## config.mk

```make
export PLATFORM = sky130hd
export DESIGN_NAME = wifi_stream_fifo_flat
export DESIGN_NICKNAME = d
export VERILOG_FILES = /design/src/rtl/wifi_stream_fifo_if.sv /design/src/rtl/wifi_stream_fifo.sv /design/src/flat_wrapper.sv
export SDC_FILE = /design/constraint.sdc
export NUM_CORES = 1
export LEC_CHECK = 0
export CAP_MARGIN = 5
export CORE_UTILIZATION = 56
export CTS_CLUSTER_DIAMETER = 80
export DETAILED_ROUTE_END_ITERATION = 16
export PLACE_DENSITY_LB_ADDON = 0.15
export SLEW_MARGIN = 20
export SYNTH_ARGS = -nofsm -noshare
export SYNTH_HDL_FRONTEND = slang
export SYNTH_SLANG_ARGS = --single-unit
```

## constraint.sdc

```tcl
create_clock -name clk -period 3.9 [get_ports clk]
set_input_delay 0.39 -clock clk [delete_from_list [all_inputs] [get_ports clk]]
set_output_delay 0.39 -clock clk [all_outputs]
set_load 0.01 [all_outputs]
```

## src/rtl/wifi_stream_fifo_if.sv

```systemverilog
// Stream FIFO bus: write handshake, read handshake and status/flag outputs.
interface wifi_stream_fifo_if #(
  parameter int unsigned DATA_W = 1,
  parameter int unsigned AW     = 4
);
  logic              we;
  logic [DATA_W-1:0] data_in;
  logic              re;
  logic [DATA_W-1:0] data_out;
  logic              valid_out;
  logic              full;
  logic              empty;
  logic              almost_full;
  logic              almost_empty;
  logic [AW:0]       count;
  logic              overflow;
  logic              underflow;
  logic              finished;

  // Producer/consumer side
  modport master (
    output we, data_in, re,
    input  data_out, valid_out, full, empty, almost_full, almost_empty,
           count, overflow, underflow, finished
  );

  // FIFO side
  modport slave (
    input  we, data_in, re,
    output data_out, valid_out, full, empty, almost_full, almost_empty,
           count, overflow, underflow, finished
  );
endinterface

```

## src/rtl/wifi_stream_fifo.sv

```systemverilog
// Parametrised stream FIFO for the WiFi PHY pipeline with occupancy flags,
// sticky error flags, synchronous flush and a frame-tracking FSM.
module wifi_stream_fifo #(
  parameter int unsigned DATA_W    = 1,
  parameter int unsigned AW        = 4,
  parameter int unsigned AFULL_TH  = 12,
  parameter int unsigned AEMPTY_TH = 2
) (
  input  logic               clk,
  input  logic               reset,
  input  logic               flush,
  wifi_stream_fifo_if.slave  bus
);

  localparam int unsigned DEPTH      = 2 ** AW;
  localparam logic [AW:0] DEPTH_CNT  = (AW + 1)'(DEPTH);
  localparam logic [AW:0] AFULL_CNT  = (AW + 1)'(AFULL_TH);
  localparam logic [AW:0] AEMPTY_CNT = (AW + 1)'(AEMPTY_TH);
  localparam logic [AW:0] ONE_CNT    = (AW + 1)'(1);

  typedef enum logic [1:0] {
    IDLE,
    FILL,
    DRAIN
  } state_t;

  logic [DATA_W-1:0] mem [DEPTH];

  logic [AW-1:0]     wr_ptr_q, wr_ptr_d;
  logic [AW-1:0]     rd_ptr_q, rd_ptr_d;
  logic [AW:0]       count_q, count_d;
  logic [DATA_W-1:0] data_out_q, data_out_d;
  logic              valid_out_q, valid_out_d;
  logic              overflow_q, overflow_d;
  logic              underflow_q, underflow_d;
  logic              finished_q, finished_d;
  state_t            state_q, state_d;

  logic full_c, empty_c, wr_acc, rd_acc;

  // Occupancy flags derived from the registered count
  always_comb begin
    full_c  = (count_q == DEPTH_CNT);
    empty_c = (count_q == '0);
    wr_acc  = bus.we && !full_c && !flush;
    rd_acc  = bus.re && !empty_c && !flush;
  end

  // Datapath next-state: pointers, count, read data and sticky errors
  always_comb begin
    wr_ptr_d    = wr_ptr_q;
    rd_ptr_d    = rd_ptr_q;
    count_d     = count_q;
    data_out_d  = data_out_q;
    valid_out_d = 1'b0;
    overflow_d  = overflow_q;
    underflow_d = underflow_q;

    if (flush) begin
      wr_ptr_d    = '0;
      rd_ptr_d    = '0;
      count_d     = '0;
      overflow_d  = 1'b0;
      underflow_d = 1'b0;
    end else begin
      if (wr_acc) begin
        wr_ptr_d = wr_ptr_q + 1'b1;
      end
      if (rd_acc) begin
        rd_ptr_d    = rd_ptr_q + 1'b1;
        data_out_d  = mem[rd_ptr_q];
        valid_out_d = 1'b1;
      end
      case ({wr_acc, rd_acc})
        2'b10:   count_d = count_q + ONE_CNT;
        2'b01:   count_d = count_q - ONE_CNT;
        default: count_d = count_q;
      endcase
      if (bus.we && full_c) begin
        overflow_d = 1'b1;
      end
      if (bus.re && empty_c) begin
        underflow_d = 1'b1;
      end
    end
  end

  // Frame tracker: finished is high only while no frame is in flight
  always_comb begin
    state_d = state_q;
    case (state_q)
      IDLE:    if (wr_acc) state_d = FILL;
      FILL:    if (!bus.we) state_d = DRAIN;
      DRAIN: begin
        if (bus.we) begin
          state_d = FILL;
        end else if (count_q == '0 && !valid_out_q) begin
          state_d = IDLE;
        end
      end
      default: state_d = IDLE;
    endcase
    if (flush) begin
      state_d = IDLE;
    end
    finished_d = (state_d == IDLE);
  end

  // Control and output registers
  always_ff @(posedge clk or negedge reset) begin
    if (!reset) begin
      wr_ptr_q    <= '0;
      rd_ptr_q    <= '0;
      count_q     <= '0;
      data_out_q  <= '0;
      valid_out_q <= 1'b0;
      overflow_q  <= 1'b0;
      underflow_q <= 1'b0;
      finished_q  <= 1'b1;
      state_q     <= IDLE;
    end else begin
      wr_ptr_q    <= wr_ptr_d;
      rd_ptr_q    <= rd_ptr_d;
      count_q     <= count_d;
      data_out_q  <= data_out_d;
      valid_out_q <= valid_out_d;
      overflow_q  <= overflow_d;
      underflow_q <= underflow_d;
      finished_q  <= finished_d;
      state_q     <= state_d;
    end
  end

  // Storage array, written on accepted writes only
  always_ff @(posedge clk) begin
    if (wr_acc) begin
      mem[wr_ptr_q] <= bus.data_in;
    end
  end

  assign bus.data_out     = data_out_q;
  assign bus.valid_out    = valid_out_q;
  assign bus.full         = full_c;
  assign bus.empty        = empty_c;
  assign bus.almost_full  = (count_q >= AFULL_CNT);
  assign bus.almost_empty = (count_q <= AEMPTY_CNT);
  assign bus.count        = count_q;
  assign bus.overflow     = overflow_q;
  assign bus.underflow    = underflow_q;
  assign bus.finished     = finished_q;

endmodule

```

## src/flat_wrapper.sv

```systemverilog
// flat-port wrapper written by rule: the top's interface ports become plain ports
module wifi_stream_fifo_flat 
#(
  parameter int unsigned DATA_W    = 1,
  parameter int unsigned AW        = 4,
  parameter int unsigned AFULL_TH  = 12,
  parameter int unsigned AEMPTY_TH = 2
)
  (clk, reset, flush, bus_we, bus_data_in, bus_re, bus_data_out, bus_valid_out, bus_full, bus_empty, bus_almost_full, bus_almost_empty, bus_count, bus_overflow, bus_underflow, bus_finished);
  wifi_stream_fifo_if #(.DATA_W(DATA_W), .AW(AW)) bus_i ();
  input  logic clk;
  input  logic reset;
  input  logic flush;
  input wire logic [$bits(bus_i.we)-1:0] bus_we;
  input wire logic [$bits(bus_i.data_in)-1:0] bus_data_in;
  input wire logic [$bits(bus_i.re)-1:0] bus_re;
  output wire logic [$bits(bus_i.data_out)-1:0] bus_data_out;
  output wire logic [$bits(bus_i.valid_out)-1:0] bus_valid_out;
  output wire logic [$bits(bus_i.full)-1:0] bus_full;
  output wire logic [$bits(bus_i.empty)-1:0] bus_empty;
  output wire logic [$bits(bus_i.almost_full)-1:0] bus_almost_full;
  output wire logic [$bits(bus_i.almost_empty)-1:0] bus_almost_empty;
  output wire logic [$bits(bus_i.count)-1:0] bus_count;
  output wire logic [$bits(bus_i.overflow)-1:0] bus_overflow;
  output wire logic [$bits(bus_i.underflow)-1:0] bus_underflow;
  output wire logic [$bits(bus_i.finished)-1:0] bus_finished;
  assign bus_i.we = bus_we;
  assign bus_i.data_in = bus_data_in;
  assign bus_i.re = bus_re;
  assign bus_data_out = bus_i.data_out;
  assign bus_valid_out = bus_i.valid_out;
  assign bus_full = bus_i.full;
  assign bus_empty = bus_i.empty;
  assign bus_almost_full = bus_i.almost_full;
  assign bus_almost_empty = bus_i.almost_empty;
  assign bus_count = bus_i.count;
  assign bus_overflow = bus_i.overflow;
  assign bus_underflow = bus_i.underflow;
  assign bus_finished = bus_i.finished;
  wifi_stream_fifo #(.DATA_W(DATA_W), .AW(AW), .AFULL_TH(AFULL_TH), .AEMPTY_TH(AEMPTY_TH)) u_core (.clk(clk), .reset(reset), .flush(flush), .bus(bus_i));
endmodule
```

==> flow_metrics.tcl, run 1 <==
set metrics [dict create \
    cp.depth 9 \
    internal_power_mw 0.8745 \
    cpMaxStageDelayCell "nor4_4" \
    timing.final.ws_setup_ps 560.8 \
    cts-root-buf "clkbuf_4" \
    hold_viol 0 \
    outcome "complete, no violations" \
    final.fill_count 276 \
    grt_max_degree 21 \
    wl_mm 4.077 \
    period_minus_slack_ps 3339 \
    hold_class "reg2reg" \
    grt_pass1_wl_mm 7.107 \
    cts_tree "done" \
    path_buf_inv 2 \
    setup_viol 0 \
    drtPass1Iterations 4 \
    multi_input_area_um2 959.7 \
    syn-cell-area_um2 2032 \
    io_pins 20 \
    syn_nets 201 \
    ant_nets 0 \
    min_period_over_period_pct 85.62 \
    worst-endpoint-arrival_ps 3550 \
    total_power_mw 1.367 \
    die_area_um2 3873 \
    synth_cells 188 \
    synthArstFlopShare_pct 55.56 \
    yosys_warnings 0 \
    track_usage_pct 24.24 \
    rows 21 \
    synth_seq_area_share_pct 48.34 \
    layout-drive-gt1-share_pct 12.62 \
    cts_resized 0 \
    final-seq-area_um2 982.2 \
    core_um2 3416 \
    syn_to_final_growth_pct 13.73 \
    ys.flop_type "dfrtp_1" \
    cts_made_buffers 5 \
    power.switching_mw 0.4920 \
    start_kind "register" \
    crit_path_end_kind "register" \
    worstPathRequired_ps 4110 \
    yosysUniqueCellTypes 51 \
    grt_overflow_total 0 \
    skew_ps 5.488 \
    nets 218 \
    dp_slack_ps 486.1 \
    syn_avg_cell_area_um2 10.81 \
    reg2reg_depth 9 \
    diodes 0 \
    drv_slew 0 \
    postCtsHoldBufs 0 \
    yosys.area.top_type "edfxtp_1" \
    synth_edf_count 16 \
    htree_levels 2 \
    synth-seq-cells 36 \
    vias_per_cell 5.770 \
    peakVddDrop_mv 0.3710 \
    fp.dieH_um 62.24 \
    cp_slowest_stage_delay_ps 600 \
    cellPowerDensity_nw_per_um2 591.3 \
    tightestPinTransition_ps 936.2 \
    drc 0 \
    numPortBuffers 19 \
    antenna_found_initial 0 \
    tns_ps 0 \
    synthTopCellsByArea "edfxtp_1 24%, dfrtp_1 23%, nor2_1 6.5%" \
    p_clk_share_pct 19.2 \
    critPathTopFamily "compound AO/OA/AOI/OAI gates" \
    max_freq_mhz 299.5 \
    insertion_delay_ps 340 \
    pwr-share-seq_pct 39.7 \
    cp_max_fo 14 \
    clk_pin_slew_ps 110 \
    leakage_nw 0.8993 \
    drt-initial-drc-count 59 \
    avgRoutedWirePerCell_um 16.18 \
    clock-sinks 36 \
    rsz0062_at_grt "no" \
    path_class "reg2reg" \
    start_util_pct 59.49 \
    synth_top_area_share_pct 23.65 \
    place_congestion 0.8975 \
    dp.final_hpwl_mm 2.933 \
    cts_buffer_depth 2 \
    postCtsSetupRepairBufs 0 \
    cp_cell_sequence "nor4_4 -> mux2i_1 -> inv_1 -> ha_1 -> inv_1 -> o311ai_0 -> mux2i_1 -> a311oi_1 -> a211oi_1" \
    switching_share_pct 36.00 \
    pwr-share-comb_pct 41.1 \
    grt_pass1_vias 1465 \
    die_x_um 62.24 \
    via_count 1454 \
    timing.max_cap.violations 0 \
    hold_depth 1 \
    slew_headroom_pct 37.39 \
]
[path summary, 6_finish.rpt]
check	startpoint	to	slack, ps
max	u_core.bus.count[2]	u_core.bus.count[4]	560
max reg2reg	u_core.bus.count[2]	u_core.bus.count[4]	560
min in group asynchronous	reset	u_core.bus.count[1]	550
max in group asynchronous	reset	u_core.bus.valid_out	2770
min reg2reg	u_core.state_q[0]	u_core.bus.finished	530
min	u_core.state_q[0]	u_core.bus.finished	530
[layout make-up]
type | count | area share (%)
Clock buffer | 6 | 1.787
Clock inverter | 2 | 1.516
Inverter | 6 | 0.9746
Multi-Input combinational cell | 134 | 41.53
Sequential cell | 36 | 42.50
Tap cell | 46 | 2.491
Timing Repair Buffer | 22 | 9.204
[flip-flops by register name (all words and copies together), names as in the netlist]
signal	count
u_core.mem	16
u_core.bus.count	5
u_core.rd_ptr_q	4
u_core.wr_ptr_q	4
u_core.state_q	2
u_core.bus.data_out	1
u_core.bus.finished	1
u_core.bus.overflow	1
u_core.bus.underflow	1
u_core.bus.valid_out	1
[layout by cell type (no fill, tap or decap), drive strengths merged, types with 5 or more instances in the layout]
cell and n:
clkbuf 6, xor2 5, inv 6, dfrtp 19
a21oi 6, ha 7, nor2 36, edfxtp 16
clkdlybuf4s50 19, mux4 5, nand2 12, mux2i 5
nor3 5
[metal layers]
layer / vias to the layer above / GRT usage (%) / wire length (µm)
met1: 712 / 32.39 / 1899
met3: 10 / 6.618 / 167
met4: 0 / 9.593 / 74
li1: 700 / - / -
met2: 32 / 37.64 / 1936
met5: - / 0 / 0
[stage by stage]
step | instance area [µm²] | hold WS, ps | utilization (%) | std cells
floorplan | 2032 | 94.41 | - | 188
global placement | 2235 | 462.6 | 65.42 | 244
detailed placement | 2235 | 504.8 | 65.42 | 244
CTS | 2311 | 522.4 | 67.66 | 252
global route | 2311 | 545.6 | 67.66 | 252
finish | 2311 | 527.2 | 67.66 | 252
[synthesized netlist by cell type (4+ instances only)]
cell,count
nor2_1,35
dfrtp_1,19
edfxtp_1,16
nand2_1,12
ha_1,7
a21oi_1,6
inv_1,6
mux2i_1,5
mux4_2,5
nor3_1,5
xor2_1,5
clkbuf_1,4
nand3_1,4
[power by group through the flow]
stage / Sequential, mW / Clock, mW / Combinational (mW)
3_5_place_dp: 0.551 / 0 / 0.565
6_report: 0.543 / 0.262 / 0.562
4_1_cts: 0.543 / 0.267 / 0.568
2_1_floorplan: 0.519 / 0 / 0.406
5_1_grt: 0.553 / 0.281 / 0.617
3_3_place_gp: 0.545 / 0 / 0.548
[cells by family after synthesis]
family | count (synthesis) | share of synthesized area (%)
and+or+nand+nor | 78 | 19.64
xor gates and xnor gates | 8 | 3.448
AOI/OAI and AO/OA | 28 | 9.976
DFF | 36 | 48.34
muxes | 13 | 9.852
buffers and inverters | 18 | 4.433
adders and majority gates | 7 | 4.310
[worst reg2reg max path, cell delays in order (launching register included)]
cell and delay [ps]:
dfrtp_1 560, nor4_4 600, mux2i_1 520, inv_1 90, ha_1 390, inv_1 80, o311ai_0 440, mux2i_1 190
a311oi_1 230, a211oi_1 90
(Power assumes the default switching activity.)
==> run 2: changes to the inputs <==
Settings changed: CORE_MARGIN from default to 2.
==> run 2 against run 1 <==
Effect of this change: flip-flop and latch count is the same; clock-buffer cell count is the same; first-iteration DRC count grew 120%; critical path type unchanged.
==> flow_metrics.tcl, run 2 (same netlist as run 1, synthesis figures left out) <==
set metrics [dict create \
    grt_pass1_vias 1494 \
    numPortBuffers 19 \
    holdWs_ps 519.0 \
    drt-initial-drc-count 127 \
    post-route-util_pct 66.96 \
    largest_reg_flops 16 \
    setup_viol 0 \
    stdcell_count 252 \
    crit_path_end_kind "register" \
    diodes 0 \
    grt_pass1_wl_mm 7.203 \
    die_x_um 64.24 \
    tightestPinTransition_ps 921.4 \
    cp_slowest_stage_delay_ps 600 \
    final.fill_count 288 \
    worst-endpoint-arrival_ps 3430 \
    max_freq_mhz 309.3 \
    clk_pin_slew_ps 110 \
    cts_buffer_depth 2 \
    start_kind "register" \
    timing.max_cap.violations 0 \
    path_class "reg2reg" \
    place_inst 244 \
    grtUsageMet2_pct 35.55 \
    ant_nets 0 \
    grt.busiest_layer "met2" \
    clock-sinks 36 \
    cp_cell_sequence "nor4_4 -> mux2i_1 -> inv_1 -> ha_1 -> inv_1 -> o311ai_0 -> mux2i_1 -> a311oi_1 -> a211oi_1" \
    multi_input_area_um2 959.7 \
    nets 218 \
    hold_class "reg2reg" \
    antenna_found_initial 0 \
    final-seq-area_um2 982.2 \
    cts_resized 0 \
    hold_viol 0 \
    grt_util_met3_pct 3.873 \
    drv_slew 0 \
    cts_made_buffers 5 \
    vias_per_cell 5.901 \
    htree_levels 2 \
    dp.final_hpwl_mm 2.934 \
    syn_to_final_growth_pct 12.56 \
    fp.dieH_um 64.24 \
    die_area_um2 4126 \
    wl_mm 4.117 \
    grt_overflow_total 0 \
    drtPass1Iterations 4 \
    cellPowerDensity_nw_per_um2 568.7 \
    grt_max_degree 21 \
    total_power_mw 1.301 \
    track_usage_pct 23.15 \
    rsz0062_at_grt "no" \
    cp_max_fo 14 \
    min_period_over_period_pct 82.91 \
    postCtsSetupRepairBufs 0 \
    io_pins 20 \
    via_count 1487 \
    peakVddDrop_mv 0.3008 \
    most-common-layout-cells "35 x nor2_1, 19 x clkdlybuf4s50_1, 19 x dfrtp_1" \
    rows 21 \
    avgRoutedWirePerCell_um 16.34 \
    slew_headroom_pct 38.38 \
    path_buf_inv 2 \
    period_minus_slack_ps 3233 \
    cpMaxStageDelayCell "nor4_4" \
    tns_ps 0 \
    worstPathRequired_ps 4100 \
    postCtsHoldBufs 0 \
    largest-register "u_core.mem" \
    place_congestion 0.8207 \
    leakage_nw 0.8829 \
    insertion_delay_ps 340 \
    outcome "complete, no violations" \
    skew_ps 9.915 \
    critPathTopFamily "compound AO/OA/AOI/OAI gates" \
    drc 0 \
    core_um2 3416 \
    layout-drive-gt1-share_pct 12.14 \
    cts-root-buf "clkbuf_4" \
    cts_tree "done" \
    final_common_cell "nor2_1" \
    use_met1_pct 32.63 \
    start_util_pct 59.49 \
]
## run 2: routing by layer
metal,wire length (µm),up-vias
met2,2056,44
met3,213,7
met5,0,-
li1,-,703
met1,1788,733
met4,59,0
## run 2: cell type report
cell class | instances | area share, %
multi-input cells | 134 | 41.96
clock buffers | 6 | 1.805
well taps | 46 | 2.516
flip-flops and latches | 36 | 42.94
inverters | 6 | 0.9847
repair buffers | 22 | 9.300
clock inverters | 2 | 0.4923
## run 2: path summary, 6_finish.rpt
path | from | to | slack [ps] | cells after the start
min | u_core.state_q[0] | u_core.bus.finished | 520 | 1
min in group asynchronous | reset | u_core.rd_ptr_q[0] | 550 | 1
max | u_core.bus.count[2] | u_core.bus.count[4] | 670 | 9
max in group asynchronous | reset | u_core.bus.valid_out | 2780 | 1
min reg2reg | u_core.state_q[0] | u_core.bus.finished | 520 | 1
max reg2reg | u_core.bus.count[2] | u_core.bus.count[4] | 670 | 9
## run 2: where the power goes
group	leakage [nW]	total (mW)	switching, mW	internal [mW]
Clock	0.0259	0.193	0.125	0.0686
Sequential	0.410	0.541	0.0968	0.444
Combinational	0.447	0.566	0.270	0.296
## run 2: metrics by stage
stage | setup slack (ps) | instance area (µm²)
finish | 666.6 | 2287
global placement | 728.9 | 2235
detailed placement | 561.5 | 2235
floorplan | 1118 | 2032
global route | 456.2 | 2287
CTS | 646.6 | 2287
==> run 3: changes to the inputs <==
Clock period 3.9 ns to 3.15 ns, I/O delays scaled along.
==> run 3 against run 2 <==
Effect of this change: clock-buffer cell count did not move; via count rose by 1.4%; wire length rose by 3.4%; register-to-register slack got worse by 420 ps; critical path type unchanged; largest power group unchanged; highest routed layer unchanged.
==> flow_metrics.tcl, run 3 (same netlist as run 1, synthesis figures left out) <==
set metrics [dict create \
    outcome "complete, no violations" \
    clk_pin_slew_ps 100 \
    timing.final.ws_setup_ps 249.2 \
    leakage_nw 0.9237 \
    cp_cell_sequence "nor4_4 -> mux2i_1 -> xnor2_1 -> ha_1 -> or2_2 -> a31oi_1 -> mux2_2 -> a311o_1 -> a211oi_1" \
    start_util_pct 59.49 \
    worst-endpoint-arrival_ps 3140 \
    drv_slew 0 \
    cp_slowest_stage_delay_ps 530 \
    skew_ps 3.138 \
    most-common-layout-cells "35 x nor2_1, 19 x clkdlybuf4s50_1, 19 x dfrtp_1" \
    drc 0 \
    cp_max_fo 9 \
    slew_headroom_pct 40.06 \
    peakVddDrop_mv 0.3660 \
    via_count 1508 \
    r2r-end "u_core.bus.count[4]" \
    cts_resized 0 \
    fp.dieH_um 64.24 \
    hold_class "in2async" \
    htree_levels 2 \
    cellPowerDensity_nw_per_um2 738.9 \
    avgRoutedWirePerCell_um 16.56 \
    io_pins 20 \
    wl_mm 4.257 \
    timing.max_cap.violations 0 \
    critPathTopFamily "multiplexers" \
    place_congestion 0.8947 \
    timing.reg2reg.setup_slack_ps 250 \
    cts-root-buf "clkbuf_4" \
    setup_viol 0 \
    layout-drive-gt1-share_pct 14.69 \
    worstPathRequired_ps 3380 \
    die_area_um2 4126 \
    cpMaxStageDelayCell "dfrtp_1" \
    total_power_mw 1.735 \
    track_usage_pct 22.96 \
    insertion_delay_ps 330 \
    vias_per_cell 5.868 \
    grt_pass1_wl_mm 7.148 \
    postCtsSetupRepairBufs 0 \
    tns_ps 0 \
    dp_slack_ps 296.7 \
    start_kind "register" \
    syn_to_final_growth_pct 15.58 \
    final_common_cell "nor2_1" \
    numPortBuffers 19 \
    max_freq_mhz 344.7 \
    nets 223 \
    hold_viol 0 \
    rsz0062_at_grt "no" \
    drt-initial-drc-count 93 \
    clock-sinks 36 \
    stdcell_count 257 \
    min_period_over_period_pct 92.09 \
    place_inst 249 \
    cts_made_buffers 5 \
    design_area_um2 2349 \
    cts_tree "done" \
    tightestPinTransition_ps 896.3 \
    ant_nets 0 \
    postCtsHoldBufs 0 \
    grt_max_degree 22 \
    crit_path_end_kind "register" \
    grt_overflow_total 0 \
    period_minus_slack_ps 2901 \
    rows 21 \
    core_um2 3416 \
    die_x_um 64.24 \
    largest-register "u_core.mem" \
    dp.final_hpwl_mm 2.994 \
    largest_reg_flops 16 \
    cts_buffer_depth 2 \
    diodes 0 \
    path_buf_inv 0 \
    drtPass1Iterations 5 \
    reg2reg_from "u_core.bus.count[1]" \
    reg2reg_depth 9 \
    path_class "reg2reg" \
    grt_pass1_vias 1498 \
    antenna_found_initial 0 \
    post_dp_cell_area_um2 2272 \
]
run 3: changes by cell type in the layout (fill, tap and decap cells not counted):
cell        previous run  this run
buf_4                  3         8
bufinv_16              0         1
clkinv_1               1         0
clkinv_2               0         1
clkinvlp_4             1         0
run 3: area by class of cell:
| type | count | area (µm²) |
|---|---|---|
| fillers | 262 | 1067 |
| clock buffers | 6 | 41.29 |
| inverters | 6 | 22.52 |
| repair buffers | 27 | 250.2 |
| clock inverters | 2 | 35.03 |
| well taps | 46 | 57.56 |
| flip-flops and latches | 36 | 982.2 |
| multi-input cells | 134 | 959.7 |
run 3: worst max path at each step:
| stage | startpoint | end | slack (ps) | cells after the start |
|---|---|---|---|---|
| final | u_core.bus.count[1] | u_core.bus.count[4] | 250 | 9 |
| after global routing | u_core.bus.count[1] | u_core.bus.count[4] | 10 | 9 |
| after CTS | u_core.bus.count[1] | u_core.bus.count[4] | 280 | 9 |
| after detailed placement | flush | u_core.bus.count[4] | 300 | 10 |
| after global placement | flush | u_core.bus.count[4] | 410 | 10 |
| after floorplan | u_core.bus.count[1] | u_core.bus.count[4] | 370 | 10 |
run 3: per-layer routing:
layer	part of all wire, %	vias to the layer above	wire [µm]	track usage, %
met1	46	738	1961	31.37
met2	48	48	2034	36.20
met5	0	-	0	0
met4	1.0	0	43	6.649
met3	5.1	7	217	6.162
li1	-	715	-	-
run 3: power breakdown:
part           switching, mW  internal, mW
registers             0.0923         0.551
logic                  0.382         0.398
clock network          0.146         0.166
total                  0.620          1.12
run 3: metrics by stage:
step	utilization [%]	hold WS (ps)
2_1_floorplan	-	19.41
3_3_place_gp	66.52	455.6
3_5_place_dp	66.52	500.2
4_1_cts	68.75	496.2
5_1_grt	68.75	542.3
6_report	68.75	481.9
